**config.mk**
```make
export PLATFORM = sky130hd
export DESIGN_NAME = aes_block_pts
export DESIGN_NICKNAME = d
export VERILOG_FILES = /design/src/rtl/aes_pts_pkg.sv /design/src/rtl/pts_word_ptr.sv /design/src/rtl/aes_block_pts.sv
export SDC_FILE = /design/constraint.sdc
export NUM_CORES = 1
export LEC_CHECK = 0
export CAP_MARGIN = 20
export CORE_MARGIN = 5
export CORE_UTILIZATION = 49
export DETAILED_ROUTE_END_ITERATION = 8
export PLACE_DENSITY = 0.8
export SLEW_MARGIN = 20
export SYNTH_ARGS = -nofsm -noshare
export SYNTH_HDL_FRONTEND = slang
export SYNTH_SLANG_ARGS = --single-unit
```
**constraint.sdc**
```tcl
create_clock -name clk -period 2.1 [get_ports clk]
set_input_delay 0.42 -clock clk [delete_from_list [all_inputs] [get_ports clk]]
set_output_delay 0.42 -clock clk [all_outputs]
set_load 0.005 [all_outputs]
```
**src/rtl/aes_pts_pkg.sv**
```systemverilog
// Shared types and default geometry for the AES block-to-word serializer.
package aes_pts_pkg;

    typedef enum logic {
        IDLE  = 1'b0,
        SHIFT = 1'b1
    } pts_state_t;

    localparam int PTS_WORD_W    = 32;
    localparam int PTS_NUM_WORDS = 4;

endpackage

```
**src/rtl/pts_word_ptr.sv**
```systemverilog
// One-hot ring pointer tracking the current beat; is_last marks the final word.
module pts_word_ptr #(
    parameter int NUM_WORDS = 4
) (
    input  logic clk,
    input  logic n_rst,
    input  logic clear,
    input  logic adv,
    output logic is_last
);

    localparam logic [NUM_WORDS-1:0] PTR_INIT = {{(NUM_WORDS-1){1'b0}}, 1'b1};

    logic [NUM_WORDS-1:0] ptr_q;
    logic [NUM_WORDS-1:0] ptr_d;

    // Next pointer: clear dominates, otherwise rotate left on each beat.
    always_comb begin
        ptr_d = ptr_q;
        if (clear) begin
            ptr_d = PTR_INIT;
        end else if (adv) begin
            ptr_d = {ptr_q[NUM_WORDS-2:0], ptr_q[NUM_WORDS-1]};
        end else begin
            ptr_d = ptr_q;
        end
    end

    // Pointer register.
    always_ff @(posedge clk or negedge n_rst) begin
        if (!n_rst) begin
            ptr_q <= PTR_INIT;
        end else begin
            ptr_q <= ptr_d;
        end
    end

    assign is_last = ptr_q[NUM_WORDS-1];

endmodule

```
**src/rtl/aes_block_pts.sv**
```systemverilog
// Block-to-word serializer, most-significant word first, valid/ready on both sides.
// Optional build macro: PTS_PARITY_EN adds an even-parity output on out_data.
module aes_block_pts
    import aes_pts_pkg::*;
#(
    parameter int WORD_W    = PTS_WORD_W,
    parameter int NUM_WORDS = PTS_NUM_WORDS
) (
    input  logic                        clk,
    input  logic                        n_rst,
    input  logic                        clear,
    input  logic                        load_valid,
    output logic                        load_ready,
    input  logic [NUM_WORDS*WORD_W-1:0] load_data,
    output logic                        out_valid,
    input  logic                        out_ready,
    output logic [WORD_W-1:0]           out_data,
    output logic                        out_last
`ifdef PTS_PARITY_EN
    ,
    output logic                        out_parity
`endif
);

    localparam int BLK_W = NUM_WORDS * WORD_W;

    pts_state_t       state_q;
    pts_state_t       state_d;
    logic [BLK_W-1:0] buf_q;
    logic [BLK_W-1:0] buf_d;
    logic             out_valid_q;
    logic             out_valid_d;

    logic beat_s;
    logic is_last_s;
    logic load_ready_s;
    logic load_fire_s;

    assign beat_s       = out_valid_q & out_ready;
    assign load_ready_s = ~clear & ((state_q == IDLE) | (beat_s & is_last_s));
    assign load_fire_s  = load_valid & load_ready_s;

    pts_word_ptr #(
        .NUM_WORDS (NUM_WORDS)
    ) u_word_ptr (
        .clk     (clk),
        .n_rst   (n_rst),
        .clear   (clear),
        .adv     (beat_s),
        .is_last (is_last_s)
    );

    // Next-state logic; the last beat may reload in the same cycle so blocks run gap-free.
    always_comb begin
        state_d     = state_q;
        buf_d       = buf_q;
        out_valid_d = out_valid_q;
        if (clear) begin
            state_d     = IDLE;
            buf_d       = {BLK_W{1'b0}};
            out_valid_d = 1'b0;
        end else begin
            case (state_q)
                IDLE: begin
                    if (load_fire_s) begin
                        state_d     = SHIFT;
                        buf_d       = load_data;
                        out_valid_d = 1'b1;
                    end else begin
                        state_d     = IDLE;
                    end
                end
                SHIFT: begin
                    if (beat_s && is_last_s && load_fire_s) begin
                        state_d     = SHIFT;
                        buf_d       = load_data;
                        out_valid_d = 1'b1;
                    end else if (beat_s && is_last_s) begin
                        state_d     = IDLE;
                        buf_d       = {BLK_W{1'b0}};
                        out_valid_d = 1'b0;
                    end else if (beat_s) begin
                        buf_d       = buf_q << WORD_W;
                    end else begin
                        buf_d       = buf_q;
                    end
                end
                default: begin
                    state_d     = IDLE;
                    buf_d       = {BLK_W{1'b0}};
                    out_valid_d = 1'b0;
                end
            endcase
        end
    end

    // State, buffer and valid registers.
    always_ff @(posedge clk or negedge n_rst) begin
        if (!n_rst) begin
            state_q     <= IDLE;
            buf_q       <= {BLK_W{1'b0}};
            out_valid_q <= 1'b0;
        end else begin
            state_q     <= state_d;
            buf_q       <= buf_d;
            out_valid_q <= out_valid_d;
        end
    end

    assign load_ready = load_ready_s;
    assign out_valid  = out_valid_q;
    assign out_data   = buf_q[BLK_W-1 -: WORD_W];
    assign out_last   = out_valid_q & is_last_s;

`ifdef PTS_PARITY_EN
    // Buffer is zero whenever idle, so parity naturally reads 0 there.
    assign out_parity = ^out_data;
`endif

endmodule

```
==> key figures <==
Timing
  – Shortest clock period the worst path allows after layout: approximately 1.9 ns
  – Worst Hold Slack: -0.01606 ns
  – Number of hold violations in the final report: 14
  – Unrepaired setup endpoints after global routing: no
  – Timing-limited maximum frequency: just over 0.5 GHz
  – Post-route fraction of the period consumed by the critical path: 0.9207
  – Count of final setup violators: 0
  – Worst relative slew slack: 0.6207
  – Total negative slack for setup checks: 0 ns
  – Pins over their slew limit: 0
  – Clock skew after layout: about 0.011 ns
  – Worst slew pin tran: between 0.5 and 0.6 ns

Status
  – Failing checks: negative hold slack
  – Outcome: finished with violations

Critical path
  – Required time of the worst setup path: between 1.5 and 2 ns
  – Crit path capture type: output pin
  – Biggest fanout along the worst timing path: 5
  – Critical R2R Launch: state_q
  – Worst Setup Start Kind: flop
  – Source of the critical timing path: u_word_ptr.ptr_q[3]
  – Worst endpoint data arrival time: 1.51 ns
  – Kind of critical path: flop to output pin

Pwr
  – Static power due to leakage: roughly 3.7 nW
  – Total power after layout: ~6.4 mW
  – PwrDens: ~760 nW/um2
  – Clock share of power: 0.428
  – Psw: between 1.5 and 2 mW
  – Share of power burned in combinational logic: 0.128
  – Worst voltage drop across the vdd grid: ~410 uV
  – Internal Power: 4.911 mW
  – Net switching fraction of the power: 0.2354
  – Sequential Power Share: 0.444

Global route
  – Aggregate global routing overflow: 0
  – First-pass GRT wire length: approximately 28,000 um
  – Global-route usage over all layers: 0.2459
  – Antenna violations before repair: 1
  – Number of global-route vias before repair: around 5,000
  – Maximum number of pins on one net before global-route repair: 66

Synth
  – Ys async rst share: 1.000
  – Synth Area per Inst: 12.65 um2
  – Post-Syn Nets: roughly 620
  – Cell area after synthesis: 6198 um2
  – FF+latch count, synth: between 100 and 150
  – Fraction of synthesized cell area taken by the top area cell type: 0.5369
  – Post-synth EDFFs: 0
  – Gate count after technology mapping: 490
  – Leading cell types by count after synthesis: sky130_fd_sc_hd__dfrtp_1, sky130_fd_sc_hd__a221o_1, sky130_fd_sc_hd__and4_1, sky130_fd_sc_hd__clkbuf_1, sky130_fd_sc_hd__buf_4
  – Post-synthesis cell type count: 31
  – Cells taking the most area after synthesis: sky130_fd_sc_hd__dfrtp_1, sky130_fd_sc_hd__a221o_1, sky130_fd_sc_hd__and4_1
  – Share of the yosys chip area belonging to registers: 0.5412
  – Yosys warning total: 0
  – Cell type contributing the most total cell area after synthesis: sky130_fd_sc_hd__dfrtp_1
  – Leading register cell type out of synthesis: sky130_fd_sc_hd__dfrtp_1
  – Count leader, synth: sky130_fd_sc_hd__dfrtp_1

Place
  – Final RePlAce weighted congestion: 0.8449
  – HPWL reported at the end of detailed placement: 12,310 um
  – Placed Instance Area: between 7000 and 8000 um2
  – Post-Place Cells: 765
  – IO Port Bufs: around 170

Clock network
  – Cell at the root of the clock tree: sky130_fd_sc_hd__clkbuf_16
  – Sink Count: 134
  – Clock tree from TritonCTS: yes
  – Latest clock arrival within the worst-skew pair: between 0.4 and 0.5 ns
  – Clock-pin slew on the worst setup and hold paths: around 0.060 ns
  – CTS Buf Count: 17
  – H-tree levels: 4
  – Maximum number of buffers from clock root to sink: 2

Floorplan
  – Number of cell rows: 41
  – Die Height: approximately 120 um
  – Area of the placeable core: about 13,000 um2
  – Starting density of the core: 0.4952
  – Die area: 15,000 um2
  – Width of the die: approximately 120 um
  – Number of primary I/O pins: approximately 170

Cells and area
  – Final cell count without fillers: ~800
  – Post-route cell area: between 8000 and 9000 um2
  – Layout Utilization: 0.6785
  – Synthesis-to-finish area growth: 37.02%
  – Final-layout fill cell count: ~940
  – Area occupied by multi-input gates: between 2000 and 2500 um2
  – Final layout net count: between 700 and 800
  – Share of final-layout standard cells stronger than drive strength 1: 0.1088
  – Sequential cell area in the final layout: about 3400 um2

Detailed routing
  – Residual DRC: 0
  – Remaining antenna violation count: 0
  – Final wirelength: 18,090 um
  – Detailed-route wire length per cell: roughly 23 um
  – Vias: between 5,000 and 6,000
  – Count of TritonRoute iterations in the first routing pass: 6
  – Detailed-route vias per instance: between 6 and 7
  – Initial drt markers: 568

Job
  – Reported max-cap violation count: 0

Min path
  – Hold Path Class: primary input to asynchronous set/reset pin
per-stage QoR:
| stage | setup WS (ns) | hold slack (ns) |
|---|---|---|
| 3_3_place_gp | -0.02712 | 0.4304 |
| 4_1_cts | 0.1464 | 0.01026 |
| 2_1_floorplan | 0.5403 | 0.1244 |
| 6_report | 0.1665 | -0.01606 |
| 5_1_grt | 0.09583 | 0.01748 |
| 3_5_place_dp | -0.04537 | 0.4335 |
power by group through the flow:
stage	Sequential (mW)	Combinational, mW	Clock, mW
2_1_floorplan	2.84	0.374	0
3_3_place_gp	2.88	0.798	0
3_5_place_dp	2.89	0.823	0
4_1_cts	2.85	0.831	2.77
5_1_grt	2.87	0.885	2.90
6_report	2.85	0.825	2.75
kinds of logic after synthesis:
kind of cell,synth area share
AND/OR/NAND/NOR,0.1627
flip-flops,0.5412
multiplexers,0.003633
buffers and inverters,0.08276
AO/OA/AOI/OAI,0.2097
worst max-delay path: stages (launching register included):
cell and delay (ns):
sky130_fd_sc_hd__dfrtp_1 0.46, sky130_fd_sc_hd__and2_1 0.16, sky130_fd_sc_hd__clkdlybuf4s50_1 0.49
sequential cells by signal, indices dropped and copies added, names as in the netlist:
name	count
state_q	1
u_word_ptr.ptr_q	4
buf_q	128
out_valid	1
area by class of cell:
type	count	share of cell area
clock buffer	23	0.05510
clock inverter	9	0.009428
timing repair buffer	195	0.2392
antenna	1	0.0002946
multi-input combinational	263	0.2752
inverter	1	0.0004420
tap	172	0.02534
sequential	134	0.3950
per-layer routing:
layer	wire, um	up-vias	part of all wire	global-route usage
met4	617	0	0.034	0.1022
met5	0	-	0	0
met1	7562	2540	0.42	0.3472
li1	-	2243	-	-
met2	8659	255	0.48	0.3655
met3	1252	45	0.069	0.05899
final timing paths:
kind                         endpoint  slack [ns]  cells past startpoint
max                          out_last        0.17                      2
min                        buf_q[110]       -0.02                      1
max reg2reg                buf_q[102]        0.35                      4
min reg2reg                 buf_q[25]        0.50                      1
max in group asynchronous   buf_q[49]        1.42                      2
min in group clk            buf_q[25]        0.50                      1
placed cells by master, fill, tap and decap left out, types with 2 or more instances in the layout:
cell and count:
sky130_fd_sc_hd__clkbuf_1 4, sky130_fd_sc_hd__o211ai_1 2, sky130_fd_sc_hd__nand3_2 2, sky130_fd_sc_hd__o21ai_0 2, sky130_fd_sc_hd__clkinvlp_4 4, sky130_fd_sc_hd__nand4_1 2, sky130_fd_sc_hd__a22o_1 32, sky130_fd_sc_hd__nand2_1 9
sky130_fd_sc_hd__a21oi_1 6, sky130_fd_sc_hd__mux2_2 2, sky130_fd_sc_hd__clkbuf_16 17, sky130_fd_sc_hd__buf_4 16, sky130_fd_sc_hd__clkdlybuf4s50_1 165, sky130_fd_sc_hd__nand3b_1 2, sky130_fd_sc_hd__buf_12 12, sky130_fd_sc_hd__nor2_1 2
sky130_fd_sc_hd__a221o_1 94, sky130_fd_sc_hd__nand3_1 3, sky130_fd_sc_hd__and4_1 94, sky130_fd_sc_hd__dfrtp_1 133, sky130_fd_sc_hd__clkinv_2 4, sky130_fd_sc_hd__clkbuf_8 2
timing repair:
| action | in CTS | in global routing |
|---|---|---|
| endpoints found under the hold margin | 0 | 0 |
| setup endpoints to repair | 1 | 0 |
| hold buffers | 0 | 0 |
| resized for setup | 1 | 0 |
| setup buffers | 0 | 0 |
Power figures use the tool's default switching activity.
